<file path="config.mk">
export PLATFORM = sky130hd
export DESIGN_NAME = demux16_dispatch_ctrl_flat
export DESIGN_NICKNAME = d
export VERILOG_FILES = /design/src/rtl/demux16_dispatch_ctrl_if.sv /design/src/rtl/demux16_dispatch_ctrl.sv /design/src/flat_wrapper.sv
export SDC_FILE = /design/constraint.sdc
export NUM_CORES = 1
export LEC_CHECK = 0
export ABC_AREA = 1
export BUFFER_PORTS_ARGS = -buffer_cell sky130_fd_sc_hd__buf_4
export CAP_MARGIN = 20
export CORE_ASPECT_RATIO = 1.4
export CORE_MARGIN = 2
export CORE_UTILIZATION = 53
export CTS_CLUSTER_DIAMETER = 60
export DETAILED_ROUTE_END_ITERATION = 8
export PLACE_DENSITY = 0.8
export SLEW_MARGIN = 10
export SYNTH_ARGS = -nofsm -noshare
export SYNTH_HDL_FRONTEND = slang
export SYNTH_SLANG_ARGS = --single-unit
</file>
<file path="constraint.sdc">
create_clock -name clk -period 1.7 [get_ports clk]
set_input_delay 0.17 -clock clk [delete_from_list [all_inputs] [get_ports clk]]
set_output_delay 0.17 -clock clk [all_outputs]
set_load 0.05 [all_outputs]
</file>
<file path="src/rtl/demux16_dispatch_ctrl_if.sv">
// Dispatch bus for demux16_dispatch_ctrl: upstream valid/ready word channel
// plus the registered select/data/one-hot valid lanes toward the 16 sinks.
// The slave modport is the controller's view; master is the producer/sink side.
interface demux16_dispatch_ctrl_if #(
  parameter int unsigned DATA_W = 8
);
  // Upstream word channel
  logic              s_valid;
  logic              s_ready;
  logic [3:0]        s_dest;
  logic [DATA_W-1:0] s_data;

  // Demux output lanes
  logic [3:0]        sel;
  logic [DATA_W-1:0] m_data;
  logic [15:0]       m_valid;
  logic [15:0]       m_ready;

  modport slave (
    input  s_valid,
    output s_ready,
    input  s_dest,
    input  s_data,
    output sel,
    output m_data,
    output m_valid,
    input  m_ready
  );

  modport master (
    output s_valid,
    input  s_ready,
    output s_dest,
    output s_data,
    input  sel,
    input  m_data,
    input  m_valid,
    output m_ready
  );
endinterface

</file>
<file path="src/rtl/demux16_dispatch_ctrl.sv">
// Single-beat dispatch controller for the 1:16 demux fabric.
// Accepts one word with a 4-bit destination, presents it to the addressed sink
// with a one-hot valid, and holds it until the sink accepts or a timeout fires.
// Timed-out words are dropped and counted in a saturating 8-bit counter.
// Optional build macro DEMUX_MASK_EN adds a per-sink enable input dest_en;
// words to disabled sinks are dropped at acceptance without being presented.
module demux16_dispatch_ctrl #(
  parameter int unsigned DATA_W  = 8,
  parameter int unsigned TIMEOUT = 15
) (
  input  logic                         clk,
  input  logic                         rst_n,
  demux16_dispatch_ctrl_if.slave       bus,
`ifdef DEMUX_MASK_EN
  input  logic [15:0]                  dest_en,
`endif
  output logic                         busy,
  output logic                         drop_pulse,
  output logic [7:0]                   drop_cnt
);

  typedef enum logic [0:0] {StIdle, StSend} state_e;

  // Last counter value before a drop; TIMEOUT is limited to 1..255.
  localparam logic [7:0] TimeoutLast = 8'(TIMEOUT - 1);

  state_e            state_q, state_d;
  logic [3:0]        sel_q, sel_d;
  logic [DATA_W-1:0] m_data_q, m_data_d;
  logic [15:0]       m_valid_q, m_valid_d;
  logic [7:0]        cnt_q, cnt_d;
  logic              drop_pulse_q, drop_pulse_d;
  logic [7:0]        drop_cnt_q, drop_cnt_d;

  logic              dest_ok;
  logic              do_drop;
  logic              s_fire;

`ifdef DEMUX_MASK_EN
  // Enable is sampled only at acceptance; SEND ignores later changes.
  assign dest_ok = dest_en[bus.s_dest];
`else
  assign dest_ok = 1'b1;
`endif

  assign bus.s_ready = (state_q == StIdle);
  assign s_fire      = bus.s_valid & bus.s_ready;

  // State register and datapath registers.
  always_ff @(posedge clk or negedge rst_n) begin
    if (!rst_n) begin
      state_q      <= StIdle;
      sel_q        <= 4'd0;
      m_data_q     <= '0;
      m_valid_q    <= 16'd0;
      cnt_q        <= 8'd0;
      drop_pulse_q <= 1'b0;
      drop_cnt_q   <= 8'd0;
    end else begin
      state_q      <= state_d;
      sel_q        <= sel_d;
      m_data_q     <= m_data_d;
      m_valid_q    <= m_valid_d;
      cnt_q        <= cnt_d;
      drop_pulse_q <= drop_pulse_d;
      drop_cnt_q   <= drop_cnt_d;
    end
  end

  // Next-state logic: accept in IDLE, deliver or time out in SEND.
  always_comb begin
    state_d      = state_q;
    sel_d        = sel_q;
    m_data_d     = m_data_q;
    m_valid_d    = m_valid_q;
    cnt_d        = cnt_q;
    drop_pulse_d = 1'b0;
    drop_cnt_d   = drop_cnt_q;
    do_drop      = 1'b0;

    unique case (state_q)
      StIdle: begin
        if (s_fire) begin
          if (dest_ok) begin
            sel_d     = bus.s_dest;
            m_data_d  = bus.s_data;
            m_valid_d = 16'd1 << bus.s_dest;
            cnt_d     = 8'd0;
            state_d   = StSend;
          end else begin
            // Masked destination: word is consumed but never presented.
            do_drop = 1'b1;
          end
        end
      end
      StSend: begin
        // Acceptance takes priority over a coincident timeout.
        if (bus.m_ready[sel_q]) begin
          m_valid_d = 16'd0;
          state_d   = StIdle;
        end else if (cnt_q == TimeoutLast) begin
          m_valid_d = 16'd0;
          state_d   = StIdle;
          do_drop   = 1'b1;
        end else begin
          cnt_d = cnt_q + 8'd1;
        end
      end
      default: begin
        m_valid_d = 16'd0;
        state_d   = StIdle;
      end
    endcase

    if (do_drop) begin
      drop_pulse_d = 1'b1;
      if (drop_cnt_q != 8'hFF) begin
        drop_cnt_d = drop_cnt_q + 8'd1;
      end
    end
  end

  // Output wiring from registered state.
  always_comb begin
    bus.sel     = sel_q;
    bus.m_data  = m_data_q;
    bus.m_valid = m_valid_q;
    busy        = (state_q == StSend);
    drop_pulse  = drop_pulse_q;
    drop_cnt    = drop_cnt_q;
  end

`ifndef SYNTHESIS
  // Structural invariants of the output lanes.
  a_valid_onehot0 : assert property (@(posedge clk) disable iff (!rst_n)
    $onehot0(m_valid_q));
  a_idle_no_valid : assert property (@(posedge clk) disable iff (!rst_n)
    (state_q == StIdle) |-> (m_valid_q == 16'd0));
  a_send_valid_sel : assert property (@(posedge clk) disable iff (!rst_n)
    (state_q == StSend) |-> (m_valid_q == (16'd1 << sel_q)));
`endif

endmodule

</file>
<file path="src/flat_wrapper.sv">
// flat-port wrapper written by rule: the top's interface ports become plain ports
module demux16_dispatch_ctrl_flat 
#(
  parameter int unsigned DATA_W  = 8,
  parameter int unsigned TIMEOUT = 15
)
  (clk, rst_n, busy, drop_pulse, drop_cnt, bus_s_valid, bus_s_ready, bus_s_dest, bus_s_data, bus_sel, bus_m_data, bus_m_valid, bus_m_ready);
  demux16_dispatch_ctrl_if #(.DATA_W(DATA_W)) bus_i ();
  input  logic clk;
  input  logic rst_n;
  output logic busy;
  output logic drop_pulse;
  output logic [7:0] drop_cnt;
  input wire logic [$bits(bus_i.s_valid)-1:0] bus_s_valid;
  output wire logic [$bits(bus_i.s_ready)-1:0] bus_s_ready;
  input wire logic [$bits(bus_i.s_dest)-1:0] bus_s_dest;
  input wire logic [$bits(bus_i.s_data)-1:0] bus_s_data;
  output wire logic [$bits(bus_i.sel)-1:0] bus_sel;
  output wire logic [$bits(bus_i.m_data)-1:0] bus_m_data;
  output wire logic [$bits(bus_i.m_valid)-1:0] bus_m_valid;
  input wire logic [$bits(bus_i.m_ready)-1:0] bus_m_ready;
  assign bus_i.s_valid = bus_s_valid;
  assign bus_s_ready = bus_i.s_ready;
  assign bus_i.s_dest = bus_s_dest;
  assign bus_i.s_data = bus_s_data;
  assign bus_sel = bus_i.sel;
  assign bus_m_data = bus_i.m_data;
  assign bus_m_valid = bus_i.m_valid;
  assign bus_i.m_ready = bus_m_ready;
  demux16_dispatch_ctrl #(.DATA_W(DATA_W), .TIMEOUT(TIMEOUT)) u_core (.clk(clk), .rst_n(rst_n), .bus(bus_i), .busy(busy), .drop_pulse(drop_pulse), .drop_cnt(drop_cnt));
endmodule
</file>
==> report_table.html, run 1 <==
<table>
<tr><th>Metric</th><th>Value</th></tr>
<tr><th colspan="2">Synth</th></tr>
<tr><td>Flops &amp; latches, synth</td><td>46</td></tr>
<tr><td>Number of synthesized flops with an enable pin</td><td>0</td></tr>
<tr><td>Library cell occupying the most area in the post-synthesis netlist</td><td>sky130_fd_sc_hd__dfrtp_1</td></tr>
<tr><td>Post-synthesis share of cell area spent on and, or, nand and nor gates</td><td>0.389</td></tr>
<tr><td>Count of unique library cells instantiated by Yosys</td><td>34</td></tr>
<tr><td>Synth Net Count</td><td>between 300 and 400</td></tr>
<tr><td>Area share of xor/xnor cells in the synthesized design</td><td>0.0200</td></tr>
<tr><td>Main combinational cell family by area after synthesis</td><td>simple AND/OR/NAND/NOR gates</td></tr>
<tr><td>Cell types with the largest area share after synthesis</td><td>sky130_fd_sc_hd__dfrtp_1 44%, sky130_fd_sc_hd__nand2_1 13%, sky130_fd_sc_hd__nand4_1 6.2%</td></tr>
<tr><td>Adder-cell share of the synthesized area</td><td>0.0143</td></tr>
<tr><td>Top_reg_cell synth</td><td>sky130_fd_sc_hd__dfrtp_1</td></tr>
<tr><td>Synthesized area</td><td>~2600 um2</td></tr>
<tr><td>Share of the yosys chip area belonging to registers</td><td>0.438</td></tr>
<tr><td>Share of the synthesized area in the top cell type</td><td>0.438</td></tr>
<tr><td>Post-synthesis compound-gate area fraction</td><td>0.0190</td></tr>
<tr><td>YS warnings</td><td>0</td></tr>
<tr><td>Proportion of synthesized area in mux cells</td><td>0.0343</td></tr>
<tr><td>Synthesized instance count</td><td>310</td></tr>
<tr><td>Ys async rst share</td><td>1.00</td></tr>
<tr><td>Mean instance size in the synthesized netlist</td><td>approximately 8.5 um2</td></tr>
<tr><th colspan="2">Outcome</th></tr>
<tr><td>Status</td><td>finished, final reports clean</td></tr>
<tr><th colspan="2">Place</th></tr>
<tr><td>Count of input and output buffers</td><td>69</td></tr>
<tr><td>Final weighted congestion of routability-driven global placement</td><td>0.876</td></tr>
<tr><td>Half-perimeter wire length after detailed placement</td><td>between 4000 and 5000 um</td></tr>
<tr><td>Number of placed cells counting well taps</td><td>439</td></tr>
<tr><td>Standard cell area after detailed placement</td><td>3200 um2</td></tr>
<tr><td>Post-placement setup slack</td><td>0.111 ns</td></tr>
<tr><th colspan="2">Run</th></tr>
<tr><td>Maxcap violations</td><td>0</td></tr>
<tr><th colspan="2">Die</th></tr>
<tr><td>Die Span Y</td><td>roughly 87 um</td></tr>
<tr><td>Total I/O pin count</td><td>70</td></tr>
<tr><td>Initial core utilization</td><td>0.547</td></tr>
<tr><td>Full die area</td><td>~5500 um2</td></tr>
<tr><td>Floorplan die width</td><td>~64 um</td></tr>
<tr><td>Number of standard-cell rows in the floorplan</td><td>30</td></tr>
<tr><td>Area inside the core boundary</td><td>between 4000 and 5000 um2</td></tr>
<tr><th colspan="2">STA</th></tr>
<tr><td>Slew HR</td><td>0.614</td></tr>
<tr><td>Unrepaired setup endpoints after global routing</td><td>true</td></tr>
<tr><td>Final-report hold violation count</td><td>0</td></tr>
<tr><td>Skew final</td><td>0.0167 ns</td></tr>
<tr><td>Achievable frequency</td><td>622 MHz</td></tr>
<tr><td>Setup-failing EPs final</td><td>0</td></tr>
<tr><td>Post-layout worst setup margin</td><td>~0.092 ns</td></tr>
<tr><td>Final critical delay including setup and external delays</td><td>1.61 ns</td></tr>
<tr><td>Transition at the pin with the smallest max-transition slack</td><td>slightly below 0.6 ns</td></tr>
<tr><td>Final period utilization</td><td>0.946</td></tr>
<tr><td>Minimum hold slack</td><td>approximately 0.076 ns</td></tr>
<tr><td>Final-report max-slew violation count</td><td>0</td></tr>
<tr><th colspan="2">Global routing</th></tr>
<tr><td>Overall global routing resource usage</td><td>0.224</td></tr>
<tr><td>Initial antenna violation count</td><td>0</td></tr>
<tr><td>Remaining Overflow, GRT</td><td>0</td></tr>
<tr><td>Vias in the first global route</td><td>2357</td></tr>
<tr><td>Wire length of the first global-routing pass</td><td>9870 um</td></tr>
<tr><td>Pin count of the biggest net entering global routing</td><td>47</td></tr>
<tr><th colspan="2">Route</th></tr>
<tr><td>Detail Route met3 WL</td><td>between 300 and 400 um</td></tr>
<tr><td>Overall via count from detail_route</td><td>between 2000 and 2500</td></tr>
<tr><td>First-pass iteration count of the detailed router</td><td>4</td></tr>
<tr><td>Post-DRT Antenna Nets</td><td>0</td></tr>
<tr><td>M1 wire length</td><td>roughly 2300 um</td></tr>
<tr><td>Total wirelength of the detailed-routed design</td><td>5820 um</td></tr>
<tr><td>Uppermost layer routed</td><td>met4</td></tr>
<tr><td>Routed len/inst</td><td>roughly 13 um</td></tr>
<tr><td>Starting DRT DRC Count</td><td>143</td></tr>
<tr><td>Vias per Instance</td><td>5.31</td></tr>
<tr><td>Final routed DRC violation total</td><td>0</td></tr>
<tr><td>Met2 Routed Length</td><td>3170 um</td></tr>
<tr><th colspan="2">Hold path</th></tr>
<tr><td>Terminating pin of the worst hold path</td><td>u_core.bus.m_data[5]</td></tr>
<tr><td>Worst hold stages</td><td>2</td></tr>
<tr><td>Class of the tightest hold or removal check</td><td>in2reg</td></tr>
<tr><td>Hold_sp</td><td>bus_s_data[5]</td></tr>
<tr><th colspan="2">Setup path</th></tr>
<tr><td>Crit path capture type</td><td>register</td></tr>
<tr><td>Startpoint class of the critical path</td><td>register</td></tr>
<tr><td>Family with the most delay on the worst path</td><td>simple AND/OR/NAND/NOR gates</td></tr>
<tr><td>Cell chain of the critical path</td><td>clkbuf_2 &gt; nand2_1 &gt; nand3_1 &gt; nand3_2 &gt; nand3_4 &gt; nand2_8 &gt; nor2_2 &gt; nand3_2 &gt; nand2_1 &gt; nand2_1</td></tr>
<tr><td>Critical path required time</td><td>1.89 ns</td></tr>
<tr><td>Launching point of the worst reg2reg path</td><td>u_core.bus.sel[0]</td></tr>
<tr><td>R2R Path End</td><td>u_core.drop_cnt[1]</td></tr>
<tr><td>Maximum single-stage delay on the critical path</td><td>0.43 ns</td></tr>
<tr><td>Cells on worst reg2reg path</td><td>10</td></tr>
<tr><td>CP max-delay cell</td><td>sky130_fd_sc_hd__dfrtp_2</td></tr>
<tr><td>Critical path fanouts, max</td><td>5</td></tr>
<tr><td>Crit-path most repeated cell</td><td>sky130_fd_sc_hd__nand2_1</td></tr>
<tr><td>Type of the worst setup path</td><td>reg2reg</td></tr>
<tr><td>Critical path buffers and inverters</td><td>1</td></tr>
<tr><td>Worst setup slack for register-to-register paths</td><td>0.09 ns</td></tr>
<tr><td>Critical path arrival</td><td>between 1.5 and 2 ns</td></tr>
<tr><th colspan="2">Finish</th></tr>
<tr><td>Area used by sequential logic in the layout</td><td>1160 um2</td></tr>
<tr><td>Synth-to-layout area growth</td><td>27.3%</td></tr>
<tr><td>Net total in the final layout</td><td>421</td></tr>
<tr><td>Multi-input logic area</td><td>1260 um2</td></tr>
<tr><td>Share of layout cells above drive strength 1</td><td>0.307</td></tr>
<tr><td>Antenna diodes</td><td>0</td></tr>
<tr><td>Non-Filler Instances</td><td>452</td></tr>
<tr><td>Count of fill cells added during filler insertion</td><td>~430</td></tr>
<tr><td>Summed area of non-filler cells in the final layout</td><td>3350 um2</td></tr>
<tr><th colspan="2">Power</th></tr>
<tr><td>Static Leak</td><td>1.71 nW</td></tr>
<tr><td>Total power density per cell area</td><td>roughly 1500 nW/um2</td></tr>
<tr><td>Final total power</td><td>5.04 mW</td></tr>
<tr><td>Worst vdd rail ir drop</td><td>between 0.0009 and 0.001 V</td></tr>
<tr><th colspan="2">Clock network</th></tr>
<tr><td>Skew-Pair Late Insertion Delay</td><td>around 0.31 ns</td></tr>
<tr><td>CTS sink cnt</td><td>46</td></tr>
<tr><td>Clock tree from TritonCTS</td><td>built</td></tr>
<tr><td>Cts bufs inserted</td><td>5</td></tr>
<tr><td>Deepest level of the CTS H-tree</td><td>2</td></tr>
<tr><td>Worst-case clock buffer depth</td><td>2</td></tr>
<tr><td>Buffer type at the clock tree root</td><td>sky130_fd_sc_hd__clkbuf_8</td></tr>
<tr><td>Clock-pin slew reported for the worst setup and hold paths after clock tree synthesis</td><td>~0.09 ns</td></tr>
</table>
Yosys cell counts (2+ instances only):
library cell and n:
sky130_fd_sc_hd__buf_6 5, sky130_fd_sc_hd__nand2_8 2, sky130_fd_sc_hd__nand3_4 3, sky130_fd_sc_hd__inv_4 2, sky130_fd_sc_hd__a21oi_1 4, sky130_fd_sc_hd__buf_2 2
sky130_fd_sc_hd__nor4_1 4, sky130_fd_sc_hd__nor3_1 8, sky130_fd_sc_hd__nor2_1 13, sky130_fd_sc_hd__ha_1 3, sky130_fd_sc_hd__nand4_1 26, sky130_fd_sc_hd__nand3_1 26
sky130_fd_sc_hd__mux2_1 4, sky130_fd_sc_hd__nor2_2 2, sky130_fd_sc_hd__mux2_2 4, sky130_fd_sc_hd__nand2_2 2, sky130_fd_sc_hd__nand2_1 91, sky130_fd_sc_hd__nor2_4 2
sky130_fd_sc_hd__nand3_2 4, sky130_fd_sc_hd__o21ai_0 6, sky130_fd_sc_hd__dfrtp_1 46, sky130_fd_sc_hd__nand4_4 2, sky130_fd_sc_hd__inv_1 34, sky130_fd_sc_hd__xor2_1 5
layer usage:
layer	global-route usage	vias to the layer above
met5	0	-
met4	0.0929	0
met3	0.0453	8
met2	0.413	77
met1	0.249	1132
li1	-	1181
layout make-up:
class / count / area share
Clock buffer: 6 / 0.0247
Clock inverter: 2 / 0.00374
Inverter: 38 / 0.0441
Multi-Input combinational cell: 217 / 0.377
Sequential cell: 46 / 0.345
Tap cell: 64 / 0.0239
Timing Repair Buffer: 79 / 0.181
power breakdown:
part / switching [mW] / internal [mW]
clock network: 0.383 / 0.327
registers: 0.199 / 1.34
logic: 1.90 / 0.882
total: 2.49 / 2.55
worst register-to-register path, cell delays in order (launching register included):
cell	delay [ns]
sky130_fd_sc_hd__dfrtp_2	0.43
sky130_fd_sc_hd__clkbuf_2	0.19
sky130_fd_sc_hd__nand2_1	0.07
sky130_fd_sc_hd__nand3_1	0.10
sky130_fd_sc_hd__nand3_2	0.09
sky130_fd_sc_hd__nand3_4	0.14
sky130_fd_sc_hd__nand2_8	0.09
sky130_fd_sc_hd__nor2_2	0.16
sky130_fd_sc_hd__nand3_2	0.12
sky130_fd_sc_hd__nand2_1	0.07
sky130_fd_sc_hd__nand2_1	0.05
through the flow:
stage	setup TNS (ns)	util
6_report	0	0.697
5_1_grt	-0.105	0.697
4_1_cts	0	0.689
3_5_place_dp	0	0.667
3_3_place_gp	0	0.667
2_1_floorplan	0	-
placed cells by master, fill, tap and decap left out, drive strengths merged, types with 2 or more instances in the layout:
cell | netlist | final
nand2 | 96 | 96
buf | 9 | 77
dfrtp | 46 | 46
inv | 37 | 37
nand3 | 33 | 33
nand4 | 28 | 28
nor2 | 17 | 17
nor3 | 10 | 10
mux2 | 8 | 8
clkbuf | 0 | 7
o21ai | 6 | 6
xor2 | 5 | 5
a21oi | 4 | 4
nor4 | 4 | 4
ha | 3 | 3
clkinv | 1 | 2
worst max path at each step:
stage | start | endpoint | slack (ns) | cells past startpoint
2_1_floorplan | u_core.busy | u_core.bus.m_data[2] | 0.03 | 6
3_3_place_gp | u_core.bus.sel[0] | u_core.drop_cnt[5] | 0.12 | 10
3_5_place_dp | u_core.bus.sel[0] | u_core.drop_cnt[1] | 0.11 | 10
4_1_cts | u_core.bus.sel[0] | u_core.drop_cnt[1] | 0.09 | 10
5_1_grt | u_core.bus.sel[0] | u_core.drop_cnt[3] | -0.04 | 10
6_report | u_core.bus.sel[0] | u_core.drop_cnt[1] | 0.09 | 10
cell families (layout without fill, tap and decap cells):
| logic type | count (synthesis) | in the layout |
|---|---|---|
| muxes | 8 | 8 |
| buffers and inverters | 47 | 125 |
| AOI/OAI and AO/OA | 10 | 10 |
| xor gates and xnor gates | 6 | 6 |
| DFF | 46 | 46 |
| and+or+nand+nor | 190 | 190 |
| adders and majority gates | 3 | 3 |
sequential cells by signal (all words and copies together) (netlist names):
| signal | flops |
|---|---|
| u_core.bus.sel | 4 |
| u_core.bus.m_valid | 16 |
| u_core.cnt_q | 8 |
| u_core.drop_pulse | 1 |
| u_core.busy | 1 |
| u_core.drop_cnt | 8 |
| u_core.bus.m_data | 8 |
what timing repair did:
item | CTS | global route
resized for setup | 0 | 3
setup endpoints to repair | 0 | 6
hold buffers | 1 | 0
setup buffers | 0 | 4
endpoints found under the hold margin | 46 | 0
(Power assumes the default switching activity.)
==> run 2, diff against run 1 <==
--- a/config.mk
+++ b/config.mk
@@ -5,15 +5,15 @@
 export SDC_FILE = /design/constraint.sdc
 export NUM_CORES = 1
 export LEC_CHECK = 0
-export ABC_AREA = 1
+export ABC_AREA = 0
 export BUFFER_PORTS_ARGS = -buffer_cell sky130_fd_sc_hd__buf_4
 export CAP_MARGIN = 20
 export CORE_ASPECT_RATIO = 1.4
 export CORE_MARGIN = 2
-export CORE_UTILIZATION = 53
+export CORE_UTILIZATION = 50
 export CTS_CLUSTER_DIAMETER = 60
 export DETAILED_ROUTE_END_ITERATION = 8
-export PLACE_DENSITY = 0.8
+export PLACE_DENSITY = 0.79
 export SLEW_MARGIN = 10
 export SYNTH_ARGS = -nofsm -noshare
 export SYNTH_HDL_FRONTEND = slang
==> run 2 against run 1 <==
  * The flow now finishes with violations (design-rule violations, negative setup slack)
  * Register-to-register slack got worse by 0.93 ns
  * Clock skew decreased by 0.0032 ns
  * Sequential cell count unchanged
  * Cell count decreased by 23%
  * Sequential power about the same
  * Synthesized cell count decreased by 36%
  * Via count decreased by 20%
  * Wire length decreased by 2.2%
  * Sequential share of layout area increased by 2.0 points
  * Area after synthesis decreased by 20%
  * Clock power decreased by 3.7%
  * Largest cell class is now registers
==> report_table.html, run 2 <==
<table>
<tr><th>Metric</th><th>Value</th></tr>
<tr><th colspan="2">Outcome</th></tr>
<tr><td>Status</td><td>complete, but fails checks</td></tr>
<tr><td>Violated checks</td><td>design-rule violations, negative setup slack</td></tr>
<tr><th colspan="2">Finish</th></tr>
<tr><td>Layout Utilization</td><td>0.791 (+0.0944)</td></tr>
<tr><td>Net total in the final layout</td><td>338 (-20%)</td></tr>
<tr><td>Summed area of non-filler cells in the final layout</td><td>3150 um2 (-5.8%)</td></tr>
<tr><td>Share of layout cells above drive strength 1</td><td>0.466 (+0.159)</td></tr>
<tr><td>Most common cell after layout, fill and taps aside</td><td>sky130_fd_sc_hd__buf_4</td></tr>
<tr><td>Synth-to-layout area growth</td><td>49.8%</td></tr>
<tr><td>Antenna diodes</td><td>0 (unchanged)</td></tr>
<tr><td>Top library cells by usage in the layout, fill and taps aside</td><td>104 x sky130_fd_sc_hd__buf_4, 53 x sky130_fd_sc_hd__nand2_1, 44 x sky130_fd_sc_hd__dfrtp_1, 8 x sky130_fd_sc_hd__nand3_1, 8 x sky130_fd_sc_hd__a22o_1</td></tr>
<tr><td>Flip-flop count of the largest register after layout</td><td>16 (unchanged)</td></tr>
<tr><th colspan="2">Synth</th></tr>
<tr><td>Share of the yosys chip area belonging to registers</td><td>0.547 (+0.109)</td></tr>
<tr><td>Ys async rst share</td><td>1.00 (unchanged)</td></tr>
<tr><td>Most used standard cell by instance count after synthesis</td><td>sky130_fd_sc_hd__nand2_1</td></tr>
<tr><td>Synthesized instance count</td><td>199 (-36%)</td></tr>
<tr><td>Share of the synthesized area in the top cell type</td><td>0.547 (+0.109)</td></tr>
<tr><td>Library cell occupying the most area in the post-synthesis netlist</td><td>sky130_fd_sc_hd__dfrtp_1</td></tr>
<tr><td>Synth Net Count</td><td>233 (-32%)</td></tr>
<tr><td>Count of unique library cells instantiated by Yosys</td><td>39 (+15%)</td></tr>
<tr><td>Cell types with the largest area share after synthesis</td><td>sky130_fd_sc_hd__dfrtp_1 55%, sky130_fd_sc_hd__nand2_1 9.4%, sky130_fd_sc_hd__mux4_2 5.3%</td></tr>
<tr><td>YS warnings</td><td>0 (unchanged)</td></tr>
<tr><td>Leading cell types by count after synthesis</td><td>53 x sky130_fd_sc_hd__nand2_1, 46 x sky130_fd_sc_hd__dfrtp_1, 10 x sky130_fd_sc_hd__nor2_1</td></tr>
<tr><td>Top_reg_cell synth</td><td>sky130_fd_sc_hd__dfrtp_1</td></tr>
<tr><td>Mean instance size in the synthesized netlist</td><td>10.6 um2 (+25%)</td></tr>
<tr><td>Number of synthesized flops with an enable pin</td><td>0 (unchanged)</td></tr>
<tr><td>Synthesized area</td><td>2110 um2 (-20%)</td></tr>
<tr><td>Flops &amp; latches, synth</td><td>46 (unchanged)</td></tr>
<tr><th colspan="2">Route</th></tr>
<tr><td>Final routed DRC violation total</td><td>3 (+3)</td></tr>
<tr><td>Routed len/inst</td><td>16.4 um (+27%)</td></tr>
<tr><td>Total wirelength of the detailed-routed design</td><td>5690 um (-2.2%)</td></tr>
<tr><td>First-pass iteration count of the detailed router</td><td>6 (+2)</td></tr>
<tr><td>Starting DRT DRC Count</td><td>121 (-15%)</td></tr>
<tr><td>Vias per Instance</td><td>5.52 (+4.0%)</td></tr>
<tr><td>Post-DRT Antenna Nets</td><td>0 (unchanged)</td></tr>
<tr><td>Overall via count from detail_route</td><td>1921 (-20%)</td></tr>
<tr><th colspan="2">Global routing</th></tr>
<tr><td>Remaining Overflow, GRT</td><td>0 (unchanged)</td></tr>
<tr><td>Wire length of the first global-routing pass</td><td>9260 um (-6.2%)</td></tr>
<tr><td>Vias in the first global route</td><td>1973 (-16%)</td></tr>
<tr><td>Overall global routing resource usage</td><td>0.261 (+0.0367)</td></tr>
<tr><td>Met2 track demand over resource</td><td>0.466 (+0.0522)</td></tr>
<tr><td>Met1 Track Usage GR</td><td>0.313 (+0.0649)</td></tr>
<tr><td>Initial antenna violation count</td><td>0 (unchanged)</td></tr>
<tr><td>Global route hottest layer</td><td>met2</td></tr>
<tr><td>Pin count of the biggest net entering global routing</td><td>47 (unchanged)</td></tr>
<tr><td>Routing usage on met3</td><td>0.0398 (-0.00547)</td></tr>
<tr><th colspan="2">STA</th></tr>
<tr><td>Final-report hold violation count</td><td>0 (unchanged)</td></tr>
<tr><td>Transition at the pin with the smallest max-transition slack</td><td>0.580 ns (+0.000422 ns)</td></tr>
<tr><td>Unrepaired setup endpoints after global routing</td><td>true</td></tr>
<tr><td>Final period utilization</td><td>1.49 (+0.546)</td></tr>
<tr><td>Post-layout worst setup margin</td><td>-0.835 ns (-0.927 ns)</td></tr>
<tr><td>Setup-failing EPs final</td><td>34 (+34)</td></tr>
<tr><td>Setup TNS Final</td><td>-23.05 ns (-23.05 ns)</td></tr>
<tr><td>Skew final</td><td>0.0135 ns (-0.00318 ns)</td></tr>
<tr><td>Slew HR</td><td>0.613 (about the same)</td></tr>
<tr><td>Final critical delay including setup and external delays</td><td>2.54 ns (+0.927 ns)</td></tr>
<tr><td>Final-report max-slew violation count</td><td>0 (unchanged)</td></tr>
<tr><td>Achievable frequency</td><td>394 MHz (-37%)</td></tr>
<tr><th colspan="2">Place</th></tr>
<tr><td>Half-perimeter wire length after detailed placement</td><td>4160 um (-0.65%)</td></tr>
<tr><td>Standard cell area after detailed placement</td><td>2920 um2 (-8.9%)</td></tr>
<tr><td>Final weighted congestion of routability-driven global placement</td><td>0.860 (-1.9%)</td></tr>
<tr><td>Count of input and output buffers</td><td>69 (unchanged)</td></tr>
<tr><th colspan="2">Setup path</th></tr>
<tr><td>Cell chain of the critical path</td><td>inv_1 &gt; ha_1 &gt; or4b_1 &gt; or3_4 &gt; or4_4 &gt; buf_6 &gt; nor3_2 &gt; xor2_1</td></tr>
<tr><td>Capture point of the worst path</td><td>u_core.drop_cnt[5]</td></tr>
<tr><td>CP Depth</td><td>8 (-2)</td></tr>
<tr><td>Critical path arrival</td><td>2.77 ns (+0.97 ns)</td></tr>
<tr><td>Critical path buffers and inverters</td><td>2 (+1)</td></tr>
<tr><td>Crit path capture type</td><td>register</td></tr>
<tr><td>Type of the worst setup path</td><td>reg2reg</td></tr>
<tr><td>Worst setup slack for register-to-register paths</td><td>-0.84 ns (-0.93 ns)</td></tr>
<tr><td>Cells on worst reg2reg path</td><td>8 (-2)</td></tr>
<tr><td>Start point of the critical path</td><td>u_core.cnt_q[0]</td></tr>
<tr><td>Startpoint class of the critical path</td><td>register</td></tr>
<tr><td>Launching point of the worst reg2reg path</td><td>u_core.cnt_q[0]</td></tr>
<tr><td>Critical path required time</td><td>1.93 ns (+0.04 ns)</td></tr>
<tr><td>Critical path fanouts, max</td><td>5 (unchanged)</td></tr>
<tr><td>Family with the most delay on the worst path</td><td>simple AND/OR/NAND/NOR gates</td></tr>
<tr><td>R2R Path End</td><td>u_core.drop_cnt[5]</td></tr>
<tr><td>Maximum single-stage delay on the critical path</td><td>0.56 ns (+0.13 ns)</td></tr>
<tr><td>CP max-delay cell</td><td>sky130_fd_sc_hd__or4_4</td></tr>
<tr><th colspan="2">Hold path</th></tr>
<tr><td>Class of the tightest hold or removal check</td><td>in2reg</td></tr>
<tr><th colspan="2">Die</th></tr>
<tr><td>Full die area</td><td>4750 um2 (-14%)</td></tr>
<tr><td>Area inside the core boundary</td><td>3990 um2 (-17%)</td></tr>
<tr><td>Floorplan die width</td><td>58.8 um (-7.4%)</td></tr>
<tr><td>Initial core utilization</td><td>0.528 (-0.0191)</td></tr>
<tr><td>Total I/O pin count</td><td>70 (unchanged)</td></tr>
<tr><td>Number of standard-cell rows in the floorplan</td><td>27 (-10%)</td></tr>
<tr><td>Die Span Y</td><td>80.8 um (-7.5%)</td></tr>
<tr><th colspan="2">Clock network</th></tr>
<tr><td>Skew-Pair Late Insertion Delay</td><td>0.31 ns (about the same)</td></tr>
<tr><td>Worst-case clock buffer depth</td><td>2 (unchanged)</td></tr>
<tr><td>CTS sink cnt</td><td>46 (unchanged)</td></tr>
<tr><td>Clock-pin slew reported for the worst setup and hold paths after clock tree synthesis</td><td>0.09 ns (about the same)</td></tr>
<tr><td>Buffer type at the clock tree root</td><td>sky130_fd_sc_hd__clkbuf_8</td></tr>
<tr><td>Cts bufs inserted</td><td>5 (unchanged)</td></tr>
<tr><td>Deepest level of the CTS H-tree</td><td>2 (unchanged)</td></tr>
<tr><td>Clock tree from TritonCTS</td><td>built</td></tr>
<tr><th colspan="2">Power</th></tr>
<tr><td>Total power density per cell area</td><td>1510 nW/um2 (+0.18%)</td></tr>
<tr><td>Final total power</td><td>4.75 mW (-5.6%)</td></tr>
<tr><td>Worst vdd rail ir drop</td><td>0.00165 V (+67%)</td></tr>
<tr><td>Static Leak</td><td>1.58 nW (-7.7%)</td></tr>
<tr><th colspan="2">Run</th></tr>
<tr><td>Maxcap violations</td><td>0 (unchanged)</td></tr>
</table>
## run 2: cell count changes after synthesis, moves of 4 or more
cell,previous run,this run
sky130_fd_sc_hd__o21ai_0,6,1
sky130_fd_sc_hd__buf_6,5,1
sky130_fd_sc_hd__nand3_1,26,8
sky130_fd_sc_hd__o21ai_1,0,5
sky130_fd_sc_hd__nand3_2,4,0
sky130_fd_sc_hd__clkbuf_1,0,8
sky130_fd_sc_hd__mux2_2,4,0
sky130_fd_sc_hd__inv_1,34,5
sky130_fd_sc_hd__mux2i_1,0,5
sky130_fd_sc_hd__nand2_1,91,53
sky130_fd_sc_hd__a22o_1,0,8
sky130_fd_sc_hd__mux4_2,0,5
sky130_fd_sc_hd__nand4_1,26,1
## run 2: worst min-delay path, stage by stage
cell and delay [ns]:
sky130_fd_sc_hd__buf_4 0.07, sky130_fd_sc_hd__nand2_1 0.04, sky130_fd_sc_hd__nand2_1 0.05
## run 2: stage by stage
step | setup slack, ns | hold WS (ns) | cells
floorplan | -1.04 | -0.126 | 199
global placement | -0.802 | 0.208 | 335
detailed placement | -0.872 | 0.208 | 335
CTS | -0.810 | 0.0491 | 347
global route | -0.951 | 0.0586 | 348
finish | -0.835 | 0.0535 | 348
## run 2: kinds of logic after synthesis
group | share of synthesized area
AO/OA/AOI/OAI | 0.0933
flip-flops | 0.547
AND/OR/NAND/NOR | 0.204
buffers and inverters | 0.0309
multiplexers | 0.0826
adder cells (fa/ha/maj) | 0.0178
XOR/XNOR | 0.0250
## run 2: area by class of cell
cell class	instances	area, um2
Sequential cell	46	1150
Multi-Input combinational cell	139	1020
Fill cell	265	832
Timing Repair Buffer	107	813
Clock buffer	5	68.8
Tap cell	43	53.8
Clock inverter	3	23.8
Inverter	5	22.5
## run 2: where the power goes
part           leakage (nW)  internal [mW]  switching (mW)
Combinational         0.941          0.995            1.56
Sequential            0.595           1.32           0.193
Clock                0.0408          0.294           0.391
Total                  1.58           2.61            2.15
## run 2: routing by layer
layer  vias to the layer above  wire length [um]
li1                        901                 -
met1                       944              2250
met2                        61              3100
met3                        15               218
met4                         0               121
met5                         -                 0
## run 2: how the worst min path moves through the flow
| stage | from | endpoint | slack (ns) | cells past startpoint |
|---|---|---|---|---|
| floorplan | rst_n | u_core.bus.m_data[0] | -0.13 | 0 |
| CTS | bus_s_data[0] | u_core.bus.m_data[0] | 0.05 | 3 |
| global placement | rst_n | u_core.bus.m_data[2] | 0.21 | 1 |
| finish | bus_s_data[0] | u_core.bus.m_data[0] | 0.05 | 3 |
| global route | bus_s_data[6] | u_core.bus.m_data[6] | 0.06 | 3 |
| detailed placement | rst_n | u_core.bus.m_data[2] | 0.21 | 1 |
## run 2: repair_timing
action                                  in CTS  in global routing
pin swaps                                    5                  2
hold buffers                                 1                  0
setup buffers                                2                  1
cloned                                       1                  0
endpoints found under the hold margin       46                  0
endpoints found under the setup margin      34                 34
resized for setup                           16                  4
==> run 3, diff against run 2 <==
--- a/config.mk
+++ b/config.mk
@@ -10,10 +10,10 @@
 export CAP_MARGIN = 20
 export CORE_ASPECT_RATIO = 1.4
 export CORE_MARGIN = 2
-export CORE_UTILIZATION = 50
+export CORE_UTILIZATION = 54
 export CTS_CLUSTER_DIAMETER = 60
 export DETAILED_ROUTE_END_ITERATION = 8
-export PLACE_DENSITY = 0.79
+export PLACE_DENSITY = 0.85
 export SLEW_MARGIN = 10
 export SYNTH_ARGS = -nofsm -noshare
 export SYNTH_HDL_FRONTEND = slang
==> constraint.sdc (replaced) <==
create_clock -name clk -period 3 [get_ports clk]
set_input_delay 0.3 -clock clk [delete_from_list [all_inputs] [get_ports clk]]
set_output_delay 0.3 -clock clk [all_outputs]
set_load 0.05 [all_outputs]
==> run 3 against run 2 <==
  * The flow finishes with violations (negative hold slack)
  * Utilization down 5.1 points
  * Power decreased by 50%
  * Register-to-register slack improved by 1.1 ns
  * Sequential power down 43%
  * Count of clock-buffer cells in the layout increased by 2
  * Die area fell by 7.0%
  * Sequential cell count unchanged
  * Sequential share of layout area is 5.4 points higher
  * First-iteration DRC count fell by 74%
  * Critical path type unchanged
  * Largest cell class unchanged
==> report_table.html, run 3 (synthesis results as in run 2) <==
<table>
<tr><th>Metric</th><th>Value</th></tr>
<tr><th colspan="2">Global routing</th></tr>
<tr><td>Vias in the first global route</td><td>1694 (-14%)</td></tr>
<tr><td>Wire length of the first global-routing pass</td><td>7980 um (-14%)</td></tr>
<tr><td>Overall global routing resource usage</td><td>0.234 (-0.0267)</td></tr>
<tr><td>Pin count of the biggest net entering global routing</td><td>47 (unchanged)</td></tr>
<tr><td>Initial antenna violation count</td><td>0 (unchanged)</td></tr>
<tr><td>Remaining Overflow, GRT</td><td>0 (unchanged)</td></tr>
<tr><th colspan="2">Route</th></tr>
<tr><td>Starting DRT DRC Count</td><td>32 (-74%)</td></tr>
<tr><td>First-pass iteration count of the detailed router</td><td>4 (-2)</td></tr>
<tr><td>Total wirelength of the detailed-routed design</td><td>4710 um (-17%)</td></tr>
<tr><td>Overall via count from detail_route</td><td>1719 (-11%)</td></tr>
<tr><td>Vias per Instance</td><td>5.53 (+0.13%)</td></tr>
<tr><td>Post-DRT Antenna Nets</td><td>0 (unchanged)</td></tr>
<tr><td>Routed len/inst</td><td>15.1 um (-7.4%)</td></tr>
<tr><td>Final routed DRC violation total</td><td>0 (-3)</td></tr>
<tr><th colspan="2">STA</th></tr>
<tr><td>Skew final</td><td>0.00417 ns (-0.00936 ns)</td></tr>
<tr><td>Slew HR</td><td>0.612 (-0.00126)</td></tr>
<tr><td>Setup-failing EPs final</td><td>0 (-100%)</td></tr>
<tr><td>Final-report hold violation count</td><td>7 (+7)</td></tr>
<tr><td>Unrepaired setup endpoints after global routing</td><td>false</td></tr>
<tr><td>Final-report max-slew violation count</td><td>0 (unchanged)</td></tr>
<tr><td>Setup TNS Final</td><td>0 ns (+23.05 ns)</td></tr>
<tr><td>Achievable frequency</td><td>362 MHz (-8.3%)</td></tr>
<tr><td>Minimum hold slack</td><td>-0.00807 ns (-0.0616 ns)</td></tr>
<tr><td>Transition at the pin with the smallest max-transition slack</td><td>0.577 ns (-0.00255 ns)</td></tr>
<tr><td>Final period utilization</td><td>0.922 (-0.569)</td></tr>
<tr><td>Final critical delay including setup and external delays</td><td>2.77 ns (+0.230 ns)</td></tr>
<tr><th colspan="2">Power</th></tr>
<tr><td>Final total power</td><td>2.36 mW (-50%)</td></tr>
<tr><td>Worst vdd rail ir drop</td><td>0.000733 V (-56%)</td></tr>
<tr><td>Total power density per cell area</td><td>859 nW/um2 (-43%)</td></tr>
<tr><td>Static Leak</td><td>1.36 nW (-14%)</td></tr>
<tr><th colspan="2">Finish</th></tr>
<tr><td>Top library cells by usage in the layout, fill and taps aside</td><td>72 x sky130_fd_sc_hd__buf_4, 53 x sky130_fd_sc_hd__nand2_1, 46 x sky130_fd_sc_hd__dfrtp_1, 10 x sky130_fd_sc_hd__nor2_1</td></tr>
<tr><td>Flip-flop count of the largest register after layout</td><td>16 (unchanged)</td></tr>
<tr><td>Most common cell after layout, fill and taps aside</td><td>sky130_fd_sc_hd__buf_4</td></tr>
<tr><td>Non-Filler Instances</td><td>311 (-11%)</td></tr>
<tr><td>Share of layout cells above drive strength 1</td><td>0.327 (-0.138)</td></tr>
<tr><td>Net total in the final layout</td><td>302 (-11%)</td></tr>
<tr><td>Synth-to-layout area growth</td><td>30.3%</td></tr>
<tr><td>Antenna diodes</td><td>0 (unchanged)</td></tr>
<tr><th colspan="2">Outcome</th></tr>
<tr><td>Status</td><td>complete, but fails checks</td></tr>
<tr><td>Violated checks</td><td>negative hold slack</td></tr>
<tr><th colspan="2">Place</th></tr>
<tr><td>Final weighted congestion of routability-driven global placement</td><td>0.804 (-6.4%)</td></tr>
<tr><td>Count of input and output buffers</td><td>69 (unchanged)</td></tr>
<tr><td>Half-perimeter wire length after detailed placement</td><td>3530 um (-15%)</td></tr>
<tr><td>Number of placed cells counting well taps</td><td>303 (-9.6%)</td></tr>
<tr><th colspan="2">Die</th></tr>
<tr><td>Initial core utilization</td><td>0.568 (+0.0396)</td></tr>
<tr><td>Area inside the core boundary</td><td>3710 um2 (-7.0%)</td></tr>
<tr><td>Total I/O pin count</td><td>70 (unchanged)</td></tr>
<tr><td>Full die area</td><td>4420 um2 (-7.0%)</td></tr>
<tr><td>Floorplan die width</td><td>56.8 um (-3.5%)</td></tr>
<tr><td>Die Span Y</td><td>77.9 um (-3.6%)</td></tr>
<tr><td>Number of standard-cell rows in the floorplan</td><td>26 (-3.7%)</td></tr>
<tr><th colspan="2">Clock network</th></tr>
<tr><td>Number of buffers added for setup after CTS</td><td>0 (-2)</td></tr>
<tr><td># hold bufs at CTS</td><td>0 (-1)</td></tr>
<tr><td>Buffer type at the clock tree root</td><td>sky130_fd_sc_hd__clkbuf_8</td></tr>
<tr><td>Worst-case clock buffer depth</td><td>2 (unchanged)</td></tr>
<tr><td>Clock-pin slew reported for the worst setup and hold paths after clock tree synthesis</td><td>0.08 ns (about the same)</td></tr>
<tr><td>Number of gates given a new drive strength after cts</td><td>0 (-16)</td></tr>
<tr><td>Skew-Pair Late Insertion Delay</td><td>0.30 ns (about the same)</td></tr>
<tr><td>Clock tree from TritonCTS</td><td>built</td></tr>
<tr><td>CTS sink cnt</td><td>46 (unchanged)</td></tr>
<tr><td>Cts bufs inserted</td><td>5 (unchanged)</td></tr>
<tr><td>Deepest level of the CTS H-tree</td><td>2 (unchanged)</td></tr>
<tr><th colspan="2">Hold path</th></tr>
<tr><td>Class of the tightest hold or removal check</td><td>in2async</td></tr>
<tr><th colspan="2">Setup path</th></tr>
<tr><td>Critical path required time</td><td>3.18 ns (+1.25 ns)</td></tr>
<tr><td>Critical path fanouts, max</td><td>7 (+2)</td></tr>
<tr><td>Type of the worst setup path</td><td>reg2reg</td></tr>
<tr><td>Critical path arrival</td><td>2.95 ns (+0.18 ns)</td></tr>
<tr><td>Crit path capture type</td><td>register</td></tr>
<tr><td>Startpoint class of the critical path</td><td>register</td></tr>
<tr><th colspan="2">Run</th></tr>
<tr><td>Maxcap violations</td><td>0 (unchanged)</td></tr>
</table>
run 3: layout make-up:
type                       instances  area (um2)
clock buffer                       7        86.3
clock inverter                     1        5.00
sequential                        46        1150
multi-input combinational        138         890
tap                               42        52.6
inverter                           5        18.8
fill                             289         965
timing repair buffer              72         541
run 3: worst paths after layout:
| kind | start | endpoint | slack [ns] | cells after the start |
|---|---|---|---|---|
| setup / recovery | u_core.bus.sel[2] | u_core.drop_cnt[1] | 0.23 | 4 |
| setup reg to reg | u_core.bus.sel[2] | u_core.drop_cnt[1] | 0.23 | 4 |
| hold reg to reg | u_core.bus.m_data[5] | u_core.bus.m_data[5] | 0.49 | 2 |
| hold / removal | rst_n | u_core.cnt_q[3] | -0.008 | 1 |
| max in group asynchronous | rst_n | u_core.drop_cnt[4] | 2.63 | 1 |
| min in group clk | bus_s_data[4] | u_core.bus.m_data[4] | 0.19 | 3 |
run 3: report_power, final:
part / switching [mW] / total, mW / internal [mW]
clock network: 0.194 / 0.379 / 0.186
registers: 0.119 / 0.864 / 0.745
logic: 0.748 / 1.11 / 0.365
run 3: routing by layer:
metal,part of all wire,GRT usage,up-vias
met4,0.016,0.0767,0
li1,-,-,828
met1,0.40,0.285,822
met3,0.066,0.0500,7
met2,0.52,0.408,62
met5,0,0,-
run 3: through the flow:
| stage | utilization | setup WS, ns | cell area (um2) |
|---|---|---|---|
| 4_1_cts | 0.740 | 0.217 | 2740 |
| 2_1_floorplan | - | 0.119 | 2110 |
| 3_3_place_gp | 0.715 | 0.297 | 2650 |
| 3_5_place_dp | 0.715 | 0.235 | 2650 |
| 5_1_grt | 0.740 | 0.0914 | 2740 |
| 6_report | 0.740 | 0.234 | 2740 |
run 3: worst max-delay path, stage by stage, from the launching register on:
cell,delay [ns]
sky130_fd_sc_hd__dfrtp_1,0.51
sky130_fd_sc_hd__mux4_2,0.55
sky130_fd_sc_hd__mux4_2,0.54
sky130_fd_sc_hd__or4_1,0.68
sky130_fd_sc_hd__mux2_1,0.37
